===== config.mk =====
export PLATFORM = sky130hd
export DESIGN_NAME = acc_seq_ctrl
export DESIGN_NICKNAME = d
export VERILOG_FILES = /design/src/rtl/acc_seq_ctrl.sv
export SDC_FILE = /design/constraint.sdc
export NUM_CORES = 1
export LEC_CHECK = 0
export CAP_MARGIN = 5
export CORE_MARGIN = 5
export CORE_UTILIZATION = 38
export CTS_CLUSTER_DIAMETER = 40
export CTS_CLUSTER_SIZE = 25
export DETAILED_ROUTE_END_ITERATION = 16
export GPL_ROUTABILITY_DRIVEN = 0
export PLACE_DENSITY = 0.73
export SETUP_SLACK_MARGIN = 0.2
export SKIP_CTS_REPAIR_TIMING = 1
export SLEW_MARGIN = 25
export SYNTH_ARGS = -nofsm -noshare
export SYNTH_HDL_FRONTEND = slang
export SYNTH_SLANG_ARGS = --single-unit

===== constraint.sdc =====
create_clock -name clk -period 1.7 [get_ports clk]
set_input_delay 0.425 -clock clk [delete_from_list [all_inputs] [get_ports clk]]
set_output_delay 0.425 -clock clk [all_outputs]
set_load 0.01 [all_outputs]

===== src/rtl/acc_seq_ctrl.sv =====
// Sequencing controller for the 4-bit accumulator datapath: clears it, streams
// N operand words under valid/ready, drains the pipeline and returns the sum.
module acc_seq_ctrl #(
  parameter int unsigned WIDTH    = 4,
  parameter int unsigned CNT_W    = 4,
  parameter int unsigned PIPE_LAT = 2
) (
  input  logic             clk,
  input  logic             rst,
  input  logic             cmd_valid,
  output logic             cmd_ready,
  input  logic [CNT_W-1:0] cmd_len,
  input  logic             in_valid,
  output logic             in_ready,
  input  logic [WIDTH-1:0] in_data,
  output logic             dp_clr,
  output logic             dp_en,
  output logic [WIDTH-1:0] dp_data,
  input  logic [WIDTH-1:0] dp_sum,
  input  logic             dp_carry,
  output logic             res_valid,
  input  logic             res_ready,
  output logic [WIDTH-1:0] res_data,
  output logic             res_ovf,
  output logic             busy
);

  typedef enum logic [2:0] {
    S_IDLE,
    S_CLEAR,
    S_FEED,
    S_DRAIN,
    S_DONE
  } state_t;

  state_t              state_q, state_d;
  logic [CNT_W-1:0]    rem_q, rem_d;
  logic [PIPE_LAT-1:0] v_q, v_d;
  logic                ovf_q, ovf_d;
  logic [WIDTH-1:0]    res_data_q, res_data_d;
  logic                res_ovf_q, res_ovf_d;

  logic             accept;
  logic             cmd_ready_int, in_ready_int, dp_clr_int, dp_en_int;
  logic             res_valid_int;
  logic [WIDTH-1:0] dp_data_int;

  always_ff @(posedge clk) begin
    if (rst) begin
      state_q    <= S_IDLE;
      rem_q      <= '0;
      v_q        <= '0;
      ovf_q      <= 1'b0;
      res_data_q <= '0;
      res_ovf_q  <= 1'b0;
    end else begin
      state_q    <= state_d;
      rem_q      <= rem_d;
      v_q        <= v_d;
      ovf_q      <= ovf_d;
      res_data_q <= res_data_d;
      res_ovf_q  <= res_ovf_d;
    end
  end

  // Next state, in-flight tracking and handshake outputs.
  always_comb begin
    state_d       = state_q;
    rem_d         = rem_q;
    accept        = (state_q == S_FEED) && in_valid;
    v_d           = {v_q[PIPE_LAT-2:0], accept};
    // v[PIPE_LAT-2] marks the cycle whose adder operands belong to a committed word
    ovf_d         = ovf_q | (v_q[PIPE_LAT-2] & dp_carry);
    res_data_d    = res_data_q;
    res_ovf_d     = res_ovf_q;
    cmd_ready_int = 1'b0;
    in_ready_int  = 1'b0;
    dp_clr_int    = 1'b0;
    dp_en_int     = 1'b0;
    dp_data_int   = '0;
    res_valid_int = 1'b0;

    case (state_q)
      S_IDLE: begin
        cmd_ready_int = 1'b1;
        if (cmd_valid) begin
          rem_d   = cmd_len;
          state_d = S_CLEAR;
        end
      end
      S_CLEAR: begin
        dp_clr_int = 1'b1;
        ovf_d      = 1'b0;
        v_d        = '0;
        state_d    = (rem_q == '0) ? S_DRAIN : S_FEED;
      end
      S_FEED: begin
        in_ready_int = 1'b1;
        if (accept) begin
          dp_en_int   = 1'b1;
          dp_data_int = in_data;
          rem_d       = rem_q - CNT_W'(1);
          if (rem_q == CNT_W'(1)) state_d = S_DRAIN;
        end
      end
      S_DRAIN: begin
        if (v_q == '0) begin
          res_data_d = dp_sum;
          res_ovf_d  = ovf_q;
          state_d    = S_DONE;
        end
      end
      S_DONE: begin
        res_valid_int = 1'b1;
        if (res_ready) state_d = S_IDLE;
      end
      default: state_d = S_IDLE;
    endcase
  end

  // Everything reads zero while reset is held, even before the reset edge.
  assign cmd_ready = cmd_ready_int & ~rst;
  assign in_ready  = in_ready_int & ~rst;
  assign dp_clr    = dp_clr_int & ~rst;
  assign dp_en     = dp_en_int & ~rst;
  assign dp_data   = rst ? '0 : dp_data_int;
  assign res_valid = res_valid_int & ~rst;
  assign res_data  = rst ? '0 : res_data_q;
  assign res_ovf   = res_ovf_q & ~rst;
  assign busy      = (state_q != S_IDLE) & ~rst;

endmodule


==> run summary, run 1 <==
Initial Util: 39.6%
CP Capture Type: output port
drc violations: 0
Worst Tran Pin Value: 0.438 ns
Crit path arrival time: 1.57 ns
GRT overflow: 0
pwr dens: 756 nW/um2
post-route cell area: 1390 um2
Setup WS post-layout: -0.291 ns
Yosys reg bits: 15
setup TNS: -1.58 ns
Syn-to-layout area delta: 59.5%
placed cell count: 171
Final Cycle Share: 117%
slowest stage cell on the critical path: or3b_4
Clock Root Buffer: clkbuf_4
R2R setup slack: 0.17 ns
GR Util All Layers: 15.1%
CP peak stage delay: 0.41 ns
worst-path maximum fanout: 5
met3 wire len: 163 um
total CTS buffers: 3
Post-Syn Area: 868 um2
Synth cell types: 33
YS warnings: 0
max-cap viol count: 0
largest net degree at the start of global routing: 17
Nets: 169
Slew Viols, Final: 0
Via density: 5.44
DR top layer: met4
worst hold path type: register to register
io pins: 33
Max Freq: 502 MHz
Startpoint Class: register
final core utilization: 63.2%
total routed wirelength: 2640 um
Final ANT Viol Nets: 0
vias in the first global route: 867
via count: 958
post-route insts no fill: 176
outcome: complete, but fails checks
Filler Cell Count: 189
Setup-failing EPs final: 6
Tot Pwr: 0.00105 W
area of the multi-input gates: 563 um2
worst IR drop on VDD: 0.753 mV
Final min period: 1.99 ns
kind of critical path: register to output port
CTS tree: yes
Syn Inst Count: 105
Syn Area/Cell: 8.27 um2
crit-path leading delay family: simple AND/OR/NAND/NOR gates
Slew Limit Headroom: 70.0%
WL per Instance: 15.0 um
failing checks: setup timing
Ant. Diodes: 0
Core Area: 2190 um2
crit-path cells: or3b_4, nor3b_4, and2_4, buf_6
TritonCTS Sinks: 15
Die Ht: 57.8 um
# rows: 17
drt initial violations: 30
initial antenna violation count: 0
Static Leak: 0.660 nW
DRT Pass-1 Iters: 4
Max Buffers Root-to-Sink: 2
Die Width: 57.8 um
die area: 3340 um2
H-tree depth: 1
syn_nets: 125
part of the Yosys area used for sequential elements: 34.6%
Reg clk slew, reported paths: 0.10 ns
Bufs and invs on worst path: 1
Clock Latency Late Sink: 0.30 ns
CP required: 1.27 ns
final hold vios: 0
share of cells above drive strength 1: 31.8%
Worst Skew: 0.00320 ns
Detailed Place HPWL: 1890 um
post-placement cell area: 1310 um2
RSZ-0062 raised after global routing: yes
met2 wire len: 1300 um
Reg area: 305 um2
PortBufs: 32
first-pass GRT wire length: 3950 um
metal1 wirelength: 1100 um
final cells by class:
cell class              instances  area share [%]
clock buffers                   3            1.63
clock inverters                 1           0.361
inverters                       8            2.17
multi-input cells              74            40.7
flip-flops and latches         15            22.0
well taps                      28            2.53
repair buffers                 47            30.6
tightest hold or removal path: cells and delay by family, from the launching register on:
kind	cells	cell delay [ns]
flops	1	0.32
compound gates	2	0.12
worst paths after layout:
check                   from         end  depth (start not counted)
setup / recovery  state_q[0]  dp_data[2]                          4
hold / removal     res_ovf_q   res_ovf_q                          2
setup reg to reg  state_q[1]    rem_q[2]                          4
hold reg to reg    res_ovf_q   res_ovf_q                          2
state kept, by name, indices dropped and copies added (netlist names):
register and flops:
res_ovf_q 1, res_data_q 4, rem_q 4, ovf_q 1
state_q 3, v_q 2
logic make-up (layout without fill, tap and decap cells):
group / Yosys count / after routing / share of synthesized area, %
adder cells (fa/ha/maj): 2 / 2 / 2.88
multiplexers: 3 / 3 / 3.46
AND/OR/NAND/NOR: 43 / 43 / 31.0
AO/OA/AOI/OAI: 26 / 26 / 19.6
flip-flops: 15 / 15 / 34.6
buffers and inverters: 16 / 59 / 8.50
Yosys cell counts:
| cell type | number | area [um2] |
|---|---|---|
| dfxtp_1 | 15 | 300 |
| a21oi_1 | 9 | 45.0 |
| inv_1 | 8 | 30.0 |
| nor2b_1 | 7 | 43.8 |
| a2111oi_0 | 5 | 43.8 |
| nand3_1 | 5 | 25.0 |
| nor2_1 | 5 | 18.8 |
| o21ai_0 | 5 | 25.0 |
| and2_1 | 4 | 25.0 |
| clkbuf_1 | 4 | 15.0 |
| mux2i_1 | 3 | 30.0 |
| nand2b_1 | 3 | 18.8 |
| nand4_1 | 3 | 18.8 |
| nor3_1 | 3 | 15.0 |
| buf_2 | 2 | 10.0 |
| ha_1 | 2 | 25.0 |
| nand2_1 | 2 | 7.51 |
| nor3b_1 | 2 | 15.0 |
| nor4_1 | 2 | 12.5 |
| o32ai_1 | 2 | 17.5 |
| or3_1 | 2 | 12.5 |
| a221oi_1 | 1 | 8.76 |
| a311oi_1 | 1 | 8.76 |
| a31oi_1 | 1 | 6.26 |
| buf_4 | 1 | 7.51 |
| buf_6 | 1 | 11.3 |
| nor3b_2 | 1 | 12.5 |
| nor3b_4 | 1 | 18.8 |
| o21a_1 | 1 | 7.51 |
| o31ai_1 | 1 | 7.51 |
| or3b_1 | 1 | 8.76 |
| or3b_2 | 1 | 8.76 |
| or4_1 | 1 | 7.51 |
stage by stage:
step                hold WS, ns  worst slack (ns)
global placement          0.461            -0.618
floorplan                 0.443           -0.0837
finish                    0.479            -0.291
detailed placement        0.462            -0.657
global route              0.504            -0.370
CTS                       0.476            -0.732
layer usage:
metal	up-vias	global-route usage (%)
met5	-	0
met4	0	8.61
met3	6	3.79
met2	34	23.1
met1	454	19.3
li1	464	-
cell usage in the layout (no fill, tap or decap), types with 3 or more instances in the layout:
cell type	instances
a2111oi_0	3
a21oi_1	9
buf_2	6
buf_4	12
buf_6	5
clkbuf_4	3
clkdlybuf4s50_1	15
dfxtp_1	11
dfxtp_2	4
dlymetal6s2s_1	7
inv_1	8
nand3_1	5
nand4_1	3
nor2_1	4
nor2b_1	7
o21ai_0	4
report_power, final:
part | internal [W] | leakage (nW) | total [W] | switching [W]
clock | 0.0000878 | 0.0177 | 0.000219 | 0.000131
sequential | 0.000383 | 0.124 | 0.000407 | 0.0000236
combinational | 0.000211 | 0.518 | 0.000421 | 0.000210
(Power assumes the default switching activity.)
==> run 2, diff against run 1 <==
GPL_ROUTABILITY_DRIVEN = unset   (was 0)
SKIP_CTS_REPAIR_TIMING = unset   (was 1)
==> run summary, run 2 (synthesized netlist as in run 1, its figures left out) <==
outcome: complete, but fails checks
failing checks: setup timing
CP peak stage delay: 0.41 ns
total CTS buffers: 3
max-cap viol count: 0
Global Route met1 Usage: 19.7%
drt initial violations: 28
WL per Instance: 14.8 um
Final Cycle Share: 121%
Detailed Place HPWL: 1890 um
top flop regs: rem_q (4), res_data_q (4), state_q (3)
Startpoint Class: register
die area: 3340 um2
TritonCTS Sinks: 15
Final ANT Viol Nets: 0
# rows: 17
crit-path leading delay family: simple AND/OR/NAND/NOR gates
post-placement cell area: 1310 um2
Crit path arrival time: 1.64 ns
setup TNS: -1.80 ns
Clock Latency Late Sink: 0.30 ns
met2 Use GR: 24.7%
Final min period: 2.06 ns
GR Util All Layers: 16.2%
io pins: 33
Slew Limit Headroom: 71.5%
Initial Util: 39.6%
Worst Tran Pin Value: 0.425 ns
Syn-to-layout area delta: 56.1%
worst hold path type: register to register
CP Capture Type: output port
Setup-failing EPs final: 7
Max Freq: 485 MHz
Static Leak: 0.569 nW
Die Width: 57.8 um
Worst Skew: 0.00281 ns
final hold vios: 0
Clock Root Buffer: clkbuf_4
Die Ht: 57.8 um
pwr dens: 772 nW/um2
Core Area: 2190 um2
placed cell count: 171
via count: 969
met3 usage: 4.01%
Nets: 171
CTS Hold Bufs: 0
CP required: 1.27 ns
drc violations: 0
Filler Cell Count: 198
Max Buffers Root-to-Sink: 2
H-tree depth: 1
slowest stage cell on the critical path: or3b_4
Ant. Diodes: 0
Bufs and invs on worst path: 2
leading cell type in the layout, fill and taps excluded: clkdlybuf4s50_1
GRT overflow: 0
total routed wirelength: 2630 um
worst IR drop on VDD: 0.747 mV
vias in the first global route: 926
post-route cell area: 1360 um2
Via density: 5.44
GR peak layer: met2
kind of critical path: register to output port
PortBufs: 32
CTS tree: yes
crit-path cells: or3b_4, nor3b_4, buf_4, and2_1, buf_2
post-route insts no fill: 178
Setup WS post-layout: -0.363 ns
initial antenna violation count: 0
DRT Pass-1 Iters: 4
Slew Viols, Final: 0
share of cells above drive strength 1: 35.3%
largest net degree at the start of global routing: 17
worst-path maximum fanout: 4
first-pass GRT wire length: 4200 um
most frequent cells in the layout: 15 x clkdlybuf4s50_1, 14 x buf_4, 12 x buf_2
GP Congestion: 0.891
Reg clk slew, reported paths: 0.10 ns
RSZ-0062 raised after global routing: yes
-- run 2: cell types whose count changed in the layout (fill, tap and decap cells not counted) --
| cell | before | now |
|---|---|---|
| a2111oi_1 | 2 | 1 |
| a2111oi_2 | 0 | 1 |
| buf_2 | 6 | 12 |
| buf_4 | 12 | 14 |
| buf_6 | 5 | 6 |
| clkbuf_2 | 2 | 0 |
| dlygate4sd2_1 | 0 | 2 |
| dlymetal6s2s_1 | 7 | 0 |
| o21ai_0 | 4 | 3 |
| o21ai_1 | 1 | 2 |
| o32ai_1 | 1 | 2 |
| o32ai_2 | 1 | 0 |
| or4_1 | 0 | 1 |
| or4_4 | 1 | 0 |
-- run 2: path summary, 6_finish.rpt --
check,cells past startpoint,slack (ns),start,to
setup / recovery,5,-0.36,state_q[0],dp_data[0]
hold / removal,2,0.48,res_ovf_q,res_ovf_q
setup reg to reg,5,0.24,rem_q[0],rem_q[1]
hold reg to reg,2,0.48,res_ovf_q,res_ovf_q
-- run 2: tightest hold or removal path, stage by stage (launching register included) --
cell and delay, ns:
dfxtp_1 0.32, o21ai_0 0.06, a21oi_1 0.06
-- run 2: where the power goes --
group / total, W / switching (W) / internal, W
Sequential: 0.000406 / 0.0000231 / 0.000383
Combinational: 0.000419 / 0.000211 / 0.000208
Clock: 0.000221 / 0.000133 / 0.0000878
-- run 2: per-stage QoR --
stage | power, W | setup slack, ns | hold WS, ns | util, %
finish | 0.00105 | -0.363 | 0.479 | 61.9
global route | 0.00111 | -0.416 | 0.503 | 61.9
CTS | 0.00103 | -0.376 | 0.475 | 60.8
detailed placement | 0.000790 | -0.657 | 0.462 | 59.6
global placement | 0.000776 | -0.618 | 0.461 | 59.6
floorplan | 0.000632 | -0.0837 | 0.443 | -
-- run 2: cell type report --
type / count / area [um2] / area share, %
Multi-Input combinational cell: 74 / 557 / 41.1
Sequential cell: 15 / 305 / 22.5
Timing Repair Buffer: 49 / 400 / 29.5
Tap cell: 28 / 35.0 / 2.59
Inverter: 8 / 30.0 / 2.22
Clock inverter: 1 / 5.00 / 0.369
Clock buffer: 3 / 22.5 / 1.66
-- run 2: what timing repair did --
action                                 CTS  global route
pin swaps                                5             3
setup endpoints to repair               20            16
gates resized for setup                 71            13
endpoints found under the hold margin    0             0
setup buffers                            2             1
-- run 2: per-layer routing --
metal	wire, um	up-vias
met2	1280	27
met5	0	-
met4	95	0
met1	1080	466
li1	-	468
met3	172	8
==> run 3, diff against run 2 <==
TNS_END_PERCENT = 100   (was unset)
==> results of run 3 <==
The final DEF is identical to that of run 2; final timing and power are the same.
